--- src/rtl/gate_timing_meas.sv ---
// gate_timing_meas: measures the delay from a trigger rising edge to the next
// rising edge of a gate signal, and the gate's high width, in clock cycles.
// Ports: Clk, Rst_n (async active-low) | Trig, Sig async inputs |
// Timeout abort limit (0 = off) | DelayOut, WidthOut, Sat result qualified
// by the Valid strobe | TimedOut abort strobe | Busy while measuring.
module gate_timing_meas #(
    parameter int N = 32
) (
    input  logic         Clk,
    input  logic         Rst_n,
    input  logic         Trig,
    input  logic         Sig,
    input  logic [N-1:0] Timeout,
    output logic [N-1:0] DelayOut,
    output logic [N-1:0] WidthOut,
    output logic         Valid,
    output logic         Sat,
    output logic         TimedOut,
    output logic         Busy
);

    typedef enum logic [1:0] {
        IDLE,
        ARM,
        HIGH,
        REARM
    } state_t;

    localparam logic [N-1:0] ONE = {{(N-1){1'b0}}, 1'b1};

    logic         trig_s1_q, trig_s1_d;
    logic         trig_s2_q, trig_s2_d;
    logic         trig_prev_q, trig_prev_d;
    logic         sig_s1_q, sig_s1_d;
    logic         sig_s2_q, sig_s2_d;
    logic         sig_prev_q, sig_prev_d;
    state_t       state_q, state_d;
    logic [N-1:0] cnt_q, cnt_d;
    logic         sat_q, sat_d;
    logic [N-1:0] dly_q, dly_d;
    logic [N-1:0] delay_out_q, delay_out_d;
    logic [N-1:0] width_out_q, width_out_d;
    logic         sat_out_q, sat_out_d;
    logic         valid_q, valid_d;
    logic         timed_out_q, timed_out_d;

    logic         trig_rise;
    logic         sig_rise;
    logic         sig_fall;
    logic         cnt_max;
    logic [N-1:0] cnt_inc;
    logic         tmo_hit;

    assign trig_rise = trig_s2_q & ~trig_prev_q;
    assign sig_rise  = sig_s2_q & ~sig_prev_q;
    assign sig_fall  = ~sig_s2_q & sig_prev_q;
    assign cnt_max   = &cnt_q;
    // Saturate instead of wrapping; a held count is flagged through sat.
    assign cnt_inc   = cnt_max ? cnt_q : cnt_q + ONE;
    assign tmo_hit   = (Timeout != '0) && (cnt_q == Timeout);

    always_comb begin
        trig_s1_d   = Trig;
        trig_s2_d   = trig_s1_q;
        trig_prev_d = trig_s2_q;
        sig_s1_d    = Sig;
        sig_s2_d    = sig_s1_q;
        sig_prev_d  = sig_s2_q;
        state_d     = state_q;
        cnt_d       = cnt_q;
        sat_d       = sat_q;
        dly_d       = dly_q;
        delay_out_d = delay_out_q;
        width_out_d = width_out_q;
        sat_out_d   = sat_out_q;
        valid_d     = 1'b0;
        timed_out_d = 1'b0;
        unique case (state_q)
            IDLE: begin
                if (trig_rise) begin
                    cnt_d = ONE;
                    sat_d = 1'b0;
                    if (sig_rise) begin
                        dly_d   = '0;
                        state_d = HIGH;
                    end else begin
                        state_d = ARM;
                    end
                end
            end
            ARM: begin
                // A real edge takes priority over a coincident timeout.
                if (sig_rise) begin
                    dly_d   = cnt_q;
                    cnt_d   = ONE;
                    state_d = HIGH;
                end else if (tmo_hit) begin
                    timed_out_d = 1'b1;
                    state_d     = REARM;
                end else begin
                    cnt_d = cnt_inc;
                    sat_d = sat_q | cnt_max;
                end
            end
            HIGH: begin
                if (sig_fall) begin
                    width_out_d = cnt_q;
                    delay_out_d = dly_q;
                    sat_out_d   = sat_q;
                    valid_d     = 1'b1;
                    state_d     = REARM;
                end else if (tmo_hit) begin
                    timed_out_d = 1'b1;
                    state_d     = REARM;
                end else begin
                    cnt_d = cnt_inc;
                    sat_d = sat_q | cnt_max;
                end
            end
            REARM: begin
                // Wait for the trigger to drop: one result per pulse.
                if (!trig_s2_q) begin
                    state_d = IDLE;
                end
            end
            default: begin
                state_d = IDLE;
            end
        endcase
    end

    always_ff @(posedge Clk or negedge Rst_n) begin
        if (!Rst_n) begin
            trig_s1_q   <= 1'b0;
            trig_s2_q   <= 1'b0;
            trig_prev_q <= 1'b0;
            sig_s1_q    <= 1'b0;
            sig_s2_q    <= 1'b0;
            sig_prev_q  <= 1'b0;
            state_q     <= IDLE;
            cnt_q       <= '0;
            sat_q       <= 1'b0;
            dly_q       <= '0;
            delay_out_q <= '0;
            width_out_q <= '0;
            sat_out_q   <= 1'b0;
            valid_q     <= 1'b0;
            timed_out_q <= 1'b0;
        end else begin
            trig_s1_q   <= trig_s1_d;
            trig_s2_q   <= trig_s2_d;
            trig_prev_q <= trig_prev_d;
            sig_s1_q    <= sig_s1_d;
            sig_s2_q    <= sig_s2_d;
            sig_prev_q  <= sig_prev_d;
            state_q     <= state_d;
            cnt_q       <= cnt_d;
            sat_q       <= sat_d;
            dly_q       <= dly_d;
            delay_out_q <= delay_out_d;
            width_out_q <= width_out_d;
            sat_out_q   <= sat_out_d;
            valid_q     <= valid_d;
            timed_out_q <= timed_out_d;
        end
    end

    assign DelayOut = delay_out_q;
    assign WidthOut = width_out_q;
    assign Sat      = sat_out_q;
    assign Valid    = valid_q;
    assign TimedOut = timed_out_q;
    assign Busy     = (state_q == ARM) || (state_q == HIGH);

endmodule

--- config.mk ---
export PLATFORM = sky130hd
export DESIGN_NAME = gate_timing_meas
export DESIGN_NICKNAME = d
export VERILOG_FILES = /design/src/rtl/gate_timing_meas.sv
export SDC_FILE = /design/constraint.sdc
export NUM_CORES = 1
export LEC_CHECK = 0
export ABC_CLOCK_PERIOD_IN_PS = 5400
export CORE_AREA = 2 2 124 126
export CTS_CLUSTER_SIZE = 30
export DETAILED_ROUTE_END_ITERATION = 12
export DIE_AREA = 0 0 126 128
export GPL_TIMING_DRIVEN = 0
export PLACE_DENSITY = 0.78
export SKIP_CTS_REPAIR_TIMING = 1
export SLEW_MARGIN = 20
export SYNTH_ARGS = -nofsm -noshare
export SYNTH_HDL_FRONTEND = slang
export SYNTH_SLANG_ARGS = --single-unit
--- constraint.sdc ---
create_clock -name Clk -period 5.4 [get_ports Clk]
set_input_delay 1.08 -clock Clk [delete_from_list [all_inputs] [get_ports Clk]]
set_output_delay 1.08 -clock Clk [all_outputs]
set_load 0.05 [all_outputs]
Yosys cells after proc, flatten, opt, wreduce, memory -nomap -nowiden
Index checks and enable logic that the tools add are counted.
{"block": "op_classes", "add_sub_neg": 1, "n_mul": 0, "div": 0, "n_lt_le_gt_ge": 0, "n_eq_ne": 10, "shift": 0, "n_mux": 28, "bitwise": 7, "n_reduce_logical": 12}
{"cell": "$mux 32", "n": 8}
{"cell": "$pmux 32 s3", "n": 1}
{"cell": "$pmux 32 s2", "n": 1}
{"cell": "$add 32x1->32 const B", "n": 1}
{"cell": "$eq 32x32->1", "n": 1}
{"cell": "$reduce_and 32->1", "n": 1}
{"cell": "$reduce_bool 32->1", "n": 1}
{"cell": "$mux 2", "n": 6}
{"cell": "$ne 2x2->1 const B", "n": 6}
{"cell": "$mux 1", "n": 9}
{"cell": "$pmux 2 s4", "n": 1}
{"cell": "$reduce_and 4->1", "n": 2}
{"cell": "$eq 2x2->1 const B", "n": 2}
{"cell": "$reduce_and 2->1", "n": 2}
{"cell": "$and 1x1->1", "n": 3}
{"cell": "$not 1->1", "n": 3}
{"cell": "$pmux 1 s3", "n": 1}
{"cell": "$reduce_and 3->1", "n": 1}
{"cell": "$reduce_bool 3->1", "n": 1}
{"cell": "$eq 2x1->1 const B", "n": 1}
{"cell": "$logic_not 2->1", "n": 1}
{"cell": "$pmux 1 s2", "n": 1}
{"cell": "$reduce_bool 2->1", "n": 1}
{"cell": "$logic_and 1x1->1", "n": 1}
{"cell": "other kinds (2)", "n": 2}
{"block": "word_totals", "ff_bits": 140, "latchBits": 0, "mem_bits_rw": 0, "romBits": 0, "input_bits": 36, "out_inout_bits": 68, "n_memories": 0}

Logic depth before layout (Yosys ltp)
Gate-level depths: netlist (run 1).
{"block": "depth", "word_depth": 5, "depth_mapped": 12, "mapped_depth_nobuf": 10}

Worst setup path after synthesis (run 1)
OpenSTA, ideal clock, no wires.
{"block": "synth_timing", "kind": "input -> register", "from": "input port Timeout[23]", "to": "register cnt_q[6]", "arrival_time_ns": 2.595, "path_slack_ns": 2.712, "cell_stages": 8, "n_path_buf": 2, "path_cell_list": "xor2_1 nor4_1 nand4_1 o32ai_2 buf_6 buf_6 nor3_1 o31ai_2"}
{"block": "synth_via", "elab_chain_cells": 5}
{"item": "start: declaration", "line": "13", "rtl": "input logic [N-1:0] Timeout,"}
{"item": "$eq 32x32->1 / $reduce_bool 32->1 (equally long branches)", "line": "60", "rtl": "assign tmo_hit = (Timeout != '0) && (cnt_q == Timeout);"}
{"item": "$logic_and 1x1->1 *", "line": "60"}
{"item": "$mux 32 *"}
{"item": "$mux 32 (on tied branches)"}
{"item": "$pmux 32 s3 *"}
{"item": "end signal: assignment", "line": "157", "rtl": "cnt_q <= cnt_d;"}
{"item": "end: declaration", "line": "38", "rtl": "logic [N-1:0] cnt_q, cnt_d;"}
Mark *: on every way between the ends. The rest lies on a longest branch, timed or not. The select of a mux whose other input is x is not followed.
A chain may end at the register's enable or synchronous reset.

Worst setup path after layout (run 1)
{"block": "layout_timing", "from": "input port Timeout[16]", "to": "register cnt_q[0]"}
Same word-level chain as after synthesis.

==> results of run 1 <==
## path summary, 6_finish.rpt
| path | cells past startpoint | to | from |
|---|---|---|---|
| max in group asynchronous | 2 | state_q[0]$_DFFE_PN0P_ | Rst_n |
| min in group asynchronous | 1 | DelayOut[4]$_DFFE_PN0P_ | Rst_n |
| hold reg to reg | 0 | trig_prev_d$_DFF_PN0_ | trig_s1_q$_DFF_PN0_ |
| setup / recovery | 9 | cnt_q[0]$_DFFE_PN0P_ | Timeout[16] |
| setup reg to reg | 11 | cnt_q[17]$_DFFE_PN0P_ | state_q[0]$_DFFE_PN0P_ |
| hold / removal | 0 | trig_prev_d$_DFF_PN0_ | trig_s1_q$_DFF_PN0_ |
## worst max-delay path: cells and delay by family
kind / cells / cell delay [ps]
compound gates: 3 / 930
buf+inv: 3 / 900
simple gates: 2 / 560
xor+xnor: 1 / 180
## cells in the final DEF (no fill, tap or decap), drive strengths merged, types with 3 or more instances in the layout
master | synthesis | routed
buf | 19 | 21
or4 | 16 | 16
ha | 7 | 7
mux2i | 3 | 3
clkbuf | 36 | 53
nand2 | 284 | 284
or3 | 14 | 14
xor2 | 32 | 32
nor3 | 10 | 10
nor2 | 13 | 13
o311ai | 3 | 3
nand4 | 11 | 11
inv | 13 | 20
dfrtp | 140 | 140
o211ai | 6 | 6
a21oi | 18 | 18
o31ai | 11 | 11
nand2b | 3 | 3
nand3 | 21 | 21
a32oi | 3 | 3
clkdlybuf4s50 | 0 | 102
bufinv | 0 | 3
o21ai | 44 | 44
nor4 | 20 | 20
## per-layer routing
| metal | GRT usage (%) | wire [um] | vias up |
|---|---|---|---|
| met1 | 30.9 | 7970 | 2926 |
| met2 | 38.3 | 8820 | 264 |
| li1 | - | - | 2834 |
| met3 | 6.39 | 1390 | 52 |
| met4 | 10.7 | 645 | 0 |
| met5 | 0 | 0 | - |
## per-stage QoR
step	cell area (um2)	setup slack, ps	power [W]
CTS	8610	2110	0.00312
global route	8610	2010	0.00325
global placement	7970	-2230	0.00190
detailed placement	8000	1730	0.00191
finish	8610	2080	0.00311
floorplan	6700	2710	0.00164
## sequential cells by signal (all words and copies together) (netlist names)
| name | cells |
|---|---|
| sig_prev_q | 1 |
| TimedOut | 1 |
| trig_s1_q | 1 |
| Valid | 1 |
| Sat | 1 |
| sat_q | 1 |
| dly_q | 32 |
| trig_prev_d | 1 |
| state_q | 2 |
| DelayOut | 32 |
| sig_prev_d | 1 |
| sig_s1_q | 1 |
| trig_prev_q | 1 |
| cnt_q | 32 |
| WidthOut | 32 |
## kinds of logic after synthesis
kind of cell | count (synthesis) | synth area share, %
adder cells (fa/ha/maj) | 7 | 1.31
multiplexers | 3 | 0.448
AO/OA/AOI/OAI | 106 | 10.3
flip-flops | 140 | 52.3
XOR/XNOR | 32 | 4.18
buffers and inverters | 68 | 4.52
AND/OR/NAND/NOR | 404 | 27.0
## power groups by stage
| stage | registers, W | clock network [W] | logic (W) |
|---|---|---|---|
| detailed placement | 0.00117 | 0 | 0.000740 |
| finish | 0.00115 | 0.00121 | 0.000752 |
| CTS | 0.00115 | 0.00122 | 0.000748 |
| global route | 0.00116 | 0.00128 | 0.000805 |
| global placement | 0.00117 | 0 | 0.000728 |
| floorplan | 0.00128 | 0 | 0.000355 |
## cell type report
class,instances,area (um2)
fillers,1282,6260
clock buffers,17,425
well taps,188,235
plain buffers,55,251
inverters,13,51.3
repair buffers,104,1060
flip-flops and latches,140,3500
clock inverters,14,180
multi-input cells,552,2900
==> flow_summary.yaml, run 1 <==
worst_setup_path:
  critical-path-max-stage-delay_ps: 660
  cpMostUsedCell: "buf_6"
  crit_path_top_delay_cell: "o32ai_2"
  crit_chain: "clkdlybuf4s50_1 > xor2_1 > nor4_1 > nand4_1 > o32ai_2 > buf_6 > buf_6 > o22ai_1 > a2bb2oi_1"
  critPathCaptureType: "flop"
  cp.arrival_ps: 3670
  worstPathRequired_ps: 5750
  cp_max_fo: 10
  path_class: "primary input to flop"
  ff2ff_setup_slack_ps: 2480
  start_kind: "primary input"
detailed_routing:
  dr.pass1.iters: 5
  routed_via_density: 5.61
  vias: 6076
  post_drt_wl_per_cell_um: 17.4
  drt_iter0_drc: 633
  drc: 0
  ant_nets: 0
  finalWirelength_um: 18800
pwr:
  powerDensity_nw_per_um2: 362
  swShare_pct: 34.1
  power_leakage_nw: 3.91
  peakVddDrop_uv: 225
  intPower_w: 0.00205
  pwr-share-clk_pct: 38.9
  combPwrFrac_pct: 24.1
  power.switching_w: 0.00106
  seqPwrFrac_pct: 37.0
yosys:
  avgSynthCellArea_um2: 8.82
  synth_edf_count: 0
  synth_seq_cells: 140
  async_flop_share_pct: 100
  synth_flop_cell: "dfrtp_1"
  synthTopCellsByCount: "nand2_1 (283), dfrtp_1 (140), o21ai_0 (44)"
  syn_nets: 803
  ys.warnings.count: 0
  synth.top_cell.area_share_pct: 52.3
  yosys.area.top_type: "dfrtp_1"
  synth_cells: 760
  synthTopCellsByArea: "dfrtp_1 (52%), nand2_1 (16%), xor2_1 (4.2%), o21ai_0 (3.3%), clkbuf_1 (2.0%)"
  synthDistinctLibCells: 53
  yosysMostFrequentCell: "nand2_1"
  syn_area_um2: 6700
  yosysSeqAreaShare_pct: 52.3
timing:
  relSlewSlack_pct: 54.8
  skew_ps: 12.3
  finalCritPeriodShare_pct: 61.5
  setup_violations: 0
  clock.fmax_mhz: 301
  min_period_ps: 3320
  tightestPinTransition_ps: 678
  finalHoldViolCount: 0
  fin_setup_tns_ps: 0
  whs_ps: 348
  drv_slew: 0
  rsz0062_at_grt: "false"
global_route:
  grt_pass1_wl_um: 30200
  overflow: 0
  antenna_found_initial: 0
  grt_max_degree: 77
  grt_pass1_vias: 5833
  gr-usage-all-layers_pct: 24.0
layout:
  synthToLayoutAreaGrowth_pct: 28.4
  stdcell_count: 1083
  antenna_cells: 0
  drive_gt1_share_pct: 7.26
  fin_util_pct: 57.9
  layout.nets: 926
floorplanning:
  core_um2: 14900
  die_w_um: 126
  fp-row-count: 45
  fp.dieH_um: 128
  die_area_um2: 16100
  initial_core_util_pct: 45.1
  io_pins: 104
clock_network:
  cts.sinks: 140
  clock_path_buffers: 2
  clkTransAtPathRegs_ps: 60
  clk_latency_ps: 430
  h-tree-depth: 4
  cts_tree: "yes"
  root_buffer: "clkbuf_16"
  cts_inserted_buffers: 17
placement:
  dp_hpwl_um: 13300
  dp.cells: 1052
  gp_congestion: 0.936
  port_buffers: 103
min_path:
  min_path_type: "flop to flop"
status:
  status: "complete, no violations"
run:
  cap_violations: 0
Note: power is estimated with default switching activity, not from simulation.
==> run 2, diff against run 1 <==
--- a/config.mk
+++ b/config.mk
@@ -5,13 +5,13 @@
 export SDC_FILE = /design/constraint.sdc
 export NUM_CORES = 1
 export LEC_CHECK = 0
-export ABC_CLOCK_PERIOD_IN_PS = 5400
+export ABC_CLOCK_PERIOD_IN_PS = 3000
 export CORE_AREA = 2 2 124 126
 export CTS_CLUSTER_SIZE = 30
 export DETAILED_ROUTE_END_ITERATION = 12
 export DIE_AREA = 0 0 126 128
 export GPL_TIMING_DRIVEN = 0
-export PLACE_DENSITY = 0.78
+export PLACE_DENSITY = 0.81
 export SKIP_CTS_REPAIR_TIMING = 1
 export SLEW_MARGIN = 20
 export SYNTH_ARGS = -nofsm -noshare
==> constraint.sdc (replaced) <==
create_clock -name Clk -period 3 [get_ports Clk]
set_input_delay 0.6 -clock Clk [delete_from_list [all_inputs] [get_ports Clk]]
set_output_delay 0.6 -clock Clk [all_outputs]
set_load 0.05 [all_outputs]
==> run 2 against run 1 <==
Compared with the run above: sequential cell count unchanged; first-iteration DRC count down 2.8%; clock skew decreased by 5.9 ps; design area is 0.29% lower; final cell count about the same; die area stayed put; critical endpoint is now cnt_q[17]$_DFFE_PN0P_; largest cell class unchanged; largest power group is now registers.
==> flow_summary.yaml, run 2 (synthesis gave the netlist of run 1 again) <==
layout:
  multi_input_area_um2: 2900
  final_common_cell: "nand2_1"
  layout.nets: 926
  drive_gt1_share_pct: 7.14
  synthToLayoutAreaGrowth_pct: 28.0
  stdcell_count: 1084
  antenna_cells: 0
  fill_cells: 1280
  finalInstanceArea_um2: 8580
  layout_common_cells: "nand2_1 (283), dfrtp_1 (139), clkdlybuf4s50_1 (102), o21ai_0 (44), clkbuf_1 (39)"
  regArea_um2: 3500
placement:
  dp_hpwl_um: 13200
  gp_congestion: 0.925
  dpl_cell_area_um2: 8000
  dp.cells: 1052
  port_buffers: 103
worst_setup_path:
  path_buf_inv: 4
  critPathCaptureType: "flop"
  worstSetupStartpoint: "state_q[0]$_DFFE_PN0P_"
  ff2ff_setup_slack_ps: 180
  worstPathRequired_ps: 3350
  cp_max_fo: 10
  crit_chain: "inv_1 > ha_1 > inv_2 > or3_1 > buf_6 > inv_4 > a211oi_4 > nand2_1 > or4b_1 > or3_1 > a21oi_1"
  critical-path-max-stage-delay_ps: 540
  endpoint: "cnt_q[17]$_DFFE_PN0P_"
  path_depth: 11
  crit_path_top_delay_cell: "or4b_1"
  r2r_cells: 11
  r2r_end: "cnt_q[17]$_DFFE_PN0P_"
  regToRegStartpoint: "state_q[0]$_DFFE_PN0P_"
  cp.arrival_ps: 3160
  cpLargestDelayFamily: "simple AND/OR/NAND/NOR gates"
  start_kind: "flop"
  cpMostUsedCell: "or3_1"
  path_class: "flop to flop"
clock_network:
  clock_path_buffers: 2
  cts_tree: "yes"
  h-tree-depth: 4
  clk_latency_ps: 420
  root_buffer: "clkbuf_16"
  cts_inserted_buffers: 17
  clkTransAtPathRegs_ps: 60
  cts.sinks: 140
detailed_routing:
  finalWirelength_um: 19100
  drc: 0
  ant_nets: 0
  post_drt_wl_per_cell_um: 17.6
  drt_iter0_drc: 615
  dr.pass1.iters: 5
  routed_via_density: 5.59
  vias: 6058
timing:
  setup_violations: 0
  rsz0062_at_grt: "false"
  whs_ps: 122
  finalHoldViolCount: 0
  tightestPinTransition_ps: 643
  finalCritPeriodShare_pct: 93.9
  clock.fmax_mhz: 355
  drv_slew: 0
  skew_ps: 6.44
  relSlewSlack_pct: 57.1
  min_period_ps: 2820
floorplanning:
  fp-row-count: 45
  io_pins: 104
  initial_core_util_pct: 45.1
  die_area_um2: 16100
  fp.dieH_um: 128
  die_w_um: 126
  core_um2: 14900
pwr:
  pwr-share-clk_pct: 37.5
  power.switching_w: 0.00188
  combPwrFrac_pct: 24.8
  power.total_w: 0.00550
  power_leakage_nw: 3.89
  seqPwrFrac_pct: 37.8
  swShare_pct: 34.2
  intPower_w: 0.00361
  powerDensity_nw_per_um2: 640
  peakVddDrop_uv: 413
global_route:
  grt_max_degree: 74
  antenna_found_initial: 0
  gr-usage-all-layers_pct: 24.0
  overflow: 0
  grt_pass1_wl_um: 30400
  grt_pass1_vias: 5816
min_path:
  min_path_type: "primary input to asynchronous set/reset pin"
run:
  cap_violations: 0
status:
  status: "complete, no violations"
-- run 2: power by group through the flow --
stage / clock, W / sequential [W] / combinational (W)
after global routing: 0.00215 / 0.00209 / 0.00146
after global placement: 0 / 0.00210 / 0.00131
final: 0.00206 / 0.00208 / 0.00136
after detailed placement: 0 / 0.00211 / 0.00133
after CTS: 0.00208 / 0.00207 / 0.00134
after floorplan: 0 / 0.00231 / 0.000639
-- run 2: layout make-up --
class | count | share of cell area, %
plain buffers | 55 | 2.97
repair buffers | 104 | 12.4
well taps | 188 | 2.74
clock buffers | 20 | 5.09
clock inverters | 12 | 1.62
inverters | 13 | 0.598
multi-input cells | 552 | 33.7
flip-flops and latches | 140 | 40.8
-- run 2: how the worst min path moves through the flow --
stage | end | slack (ps) | cells past startpoint
3_3_place_gp | sig_prev_d$_DFF_PN0_ | 340 | 0
3_5_place_dp | trig_prev_d$_DFF_PN0_ | 330 | 0
6_report | DelayOut[4]$_DFFE_PN0P_ | 120 | 1
4_1_cts | DelayOut[4]$_DFFE_PN0P_ | 140 | 1
5_1_grt | DelayOut[4]$_DFFE_PN0P_ | 160 | 1
2_1_floorplan | DelayOut[0]$_DFFE_PN0P_ | 300 | 0
-- run 2: metal layers --
metal | routed length (um) | vias to the layer above | global-route usage, % | part of all wire [%]
met1 | 7910 | 2875 | 31.4 | 41
li1 | - | 2836 | - | -
met4 | 602 | 0 | 10.1 | 3.2
met2 | 9020 | 296 | 38.8 | 47
met3 | 1570 | 51 | 5.51 | 8.2
met5 | 0 | - | 0 | 0
-- run 2: metrics by stage --
step                      worst slack (ps)  TNS [ps]  util [%]
final                                  183         0      57.7
after global routing                  20.4         0      57.7
after CTS                              155         0      57.7
after detailed placement              -141      -938      53.8
after global placement               -4110   -575230      53.6
after floorplan                        509         0         -
==> run 3, diff against run 2 <==
--- a/config.mk
+++ b/config.mk
@@ -10,8 +10,9 @@
 export CTS_CLUSTER_SIZE = 30
 export DETAILED_ROUTE_END_ITERATION = 12
 export DIE_AREA = 0 0 126 128
+export DONT_BUFFER_PORTS = 1
 export GPL_TIMING_DRIVEN = 0
-export PLACE_DENSITY = 0.81
+export PLACE_DENSITY = 0.71
 export SKIP_CTS_REPAIR_TIMING = 1
 export SLEW_MARGIN = 20
 export SYNTH_ARGS = -nofsm -noshare
==> run 3 against run 2 <==
Compared with the run above: the flow now finishes with violations (negative hold slack); largest power group is now clock; sequential power up 11%; die area did not move; fmax fell by 3.0%; critical path depth is the same; non-clock buffer count fell by 104; combinational power shrank 29%; clock-buffer cell count is the same; register-to-register slack got worse by 90 ps; global-route usage down 0.22 points; power rose by 1.6%; via count shrank 7.9%.
==> flow_summary.yaml, run 3 (synthesis gave the netlist of run 1 again) <==
timing:
  whs_ps: -127
  fin_ws_ps: 96.5
  min_period_ps: 2900
  clock.fmax_mhz: 344
  relSlewSlack_pct: 52.2
  rsz0062_at_grt: "false"
  tightestPinTransition_ps: 717
  skew_ps: 7.83
  fin_setup_tns_ps: 0
  setup_violations: 0
  finalHoldViolCount: 140
  drv_slew: 0
  finalCritPeriodShare_pct: 96.8
worst_setup_path:
  start_kind: "flop"
  cp.arrival_ps: 3240
  crit_chain: "inv_1 > ha_1 > inv_2 > or3_1 > buf_6 > inv_4 > a211o_1 > buf_2 > clkbuf_1 > a32oi_1 > o31ai_2"
  regToRegStartpoint: "state_q[0]$_DFFE_PN0P_"
  crit_path_top_delay_cell: "clkbuf_1"
  critical-path-max-stage-delay_ps: 570
  ff2ff_setup_slack_ps: 100
  worstPathRequired_ps: 3330
  r2r_end: "cnt_q[6]$_DFFE_PN0P_"
  critPathCaptureType: "flop"
  path_class: "flop to flop"
  cp_max_fo: 10
  r2r_cells: 11
pwr:
  powerDensity_nw_per_um2: 735
  power_leakage_nw: 3.55
  seqPwrFrac_pct: 41.2
  peakVddDrop_uv: 564
  pwr-share-clk_pct: 41.6
  combPwrFrac_pct: 17.2
  intPower_w: 0.00374
  swShare_pct: 33.0
  power.switching_w: 0.00184
placement:
  post-place-ws_ps: 90.6
  dpl_cell_area_um2: 6940
  port_buffers: 0
  dp_hpwl_um: 13400
  gp_congestion: 0.952
  dp.cells: 948
clock_network:
  clock_path_buffers: 2
  cts_tree: "yes"
  root_buffer: "clkbuf_16"
  clkTransAtPathRegs_ps: 60
  cts_inserted_buffers: 17
  h-tree-depth: 4
  cts.sinks: 140
  clk_latency_ps: 420
global_route:
  grt_max_degree: 141
  antenna_found_initial: 0
  overflow: 0
  grt_pass1_vias: 5278
  grt_pass1_wl_um: 29400
  gr-usage-all-layers_pct: 23.8
detailed_routing:
  routed_via_density: 5.70
  post_drt_wl_per_cell_um: 19.3
  vias: 5577
  top_layer: "met4"
  drc: 0
  met3WireLength_um: 1500
  dr.pass1.iters: 5
  ant_nets: 0
  wl_met2_um: 8640
  met1_length_um: 7980
  drt_iter0_drc: 394
  finalWirelength_um: 18900
floorplanning:
  fp-row-count: 45
  io_pins: 104
  die_area_um2: 16100
  initial_core_util_pct: 45.1
  die_w_um: 126
  fp.dieH_um: 128
  core_um2: 14900
layout:
  layout_common_cells: "nand2_1 (282), dfrtp_1 (139), o21ai_0 (44), clkbuf_1 (37), xor2_1 (32)"
  antenna_cells: 0
  synthToLayoutAreaGrowth_pct: 13.4
  finalInstanceArea_um2: 7600
  layout.nets: 822
  fill_cells: 1417
  final_common_cell: "nand2_1"
  drive_gt1_share_pct: 8.34
  stdcell_count: 979
  regArea_um2: 3500
  multi_input_area_um2: 2910
min_path:
  min_path_type: "primary input to asynchronous set/reset pin"
status:
  violations: "negative hold slack"
  status: "finished, violations left"
run:
  cap_violations: 0
==> run 3: changes by cell type in the layout (fill, tap and decap cells not counted), moves of 2 or more <==
| cell | delta |
|---|---|
| clkdlybuf4s50_1 | -102 |
| clkinv_4 | -4 |
| bufinv_16 | +3 |
| clkbuf_1 | -2 |
| clkbuf_8 | +2 |
==> run 3: routing by layer <==
layer  up-vias  global-route usage (%)
li1       2625                       -
met1      2670                    31.2
met2       235                    36.3
met3        47                    6.84
met4         0                    12.0
met5         -                       0
==> run 3: final cells by class <==
type,instances,area share (%)
buffer,55,3.36
multi-input combinational,552,38.2
sequential,140,46.1
clock inverter,11,2.50
tap,188,3.10
clock buffer,20,6.01
inverter,13,0.675
==> run 3: power by group through the flow <==
| stage | registers (W) | logic [W] | clock network [W] |
|---|---|---|---|
| after floorplan | 0.00231 | 0.000639 | 0 |
| after global placement | 0.00233 | 0.000897 | 0 |
| after detailed placement | 0.00233 | 0.000906 | 0 |
| after global routing | 0.00231 | 0.00104 | 0.00241 |
| final | 0.00230 | 0.000960 | 0.00232 |
| after CTS | 0.00230 | 0.000909 | 0.00234 |
==> run 3: worst max-delay path by stage <==
stage                     depth (start not counted)                     to                   start
final                                            11   cnt_q[6]$_DFFE_PN0P_  state_q[0]$_DFFE_PN0P_
after global routing                              9   cnt_q[0]$_DFFE_PN0P_   cnt_q[18]$_DFFE_PN0P_
after CTS                                        12  cnt_q[20]$_DFFE_PN0P_  state_q[0]$_DFFE_PN0P_
after detailed placement                         12  cnt_q[20]$_DFFE_PN0P_  state_q[0]$_DFFE_PN0P_
after global placement                           12  cnt_q[20]$_DFFE_PN0P_  state_q[0]$_DFFE_PN0P_
after floorplan                                  11  cnt_q[22]$_DFFE_PN0P_  state_q[0]$_DFFE_PN0P_
==> run 3: critical path, delay by kind of cell (launching register included) <==
kind / cells / cell delay [ps]
AO/OA/AOI/OAI: 3 / 360
adder cells (fa/ha/maj): 1 / 250
flip-flops: 1 / 440
buffers and inverters: 6 / 1350
AND/OR/NAND/NOR: 1 / 380
==> run 3: per-stage QoR <==
stage / util [%] / hold slack, ps / power (W)
2_1_floorplan: - / 304 / 0.00295
3_3_place_gp: 46.7 / 310 / 0.00323
3_5_place_dp: 46.7 / 309 / 0.00324
4_1_cts: 51.0 / -136 / 0.00555
5_1_grt: 51.1 / -138 / 0.00576
6_report: 51.1 / -127 / 0.00558
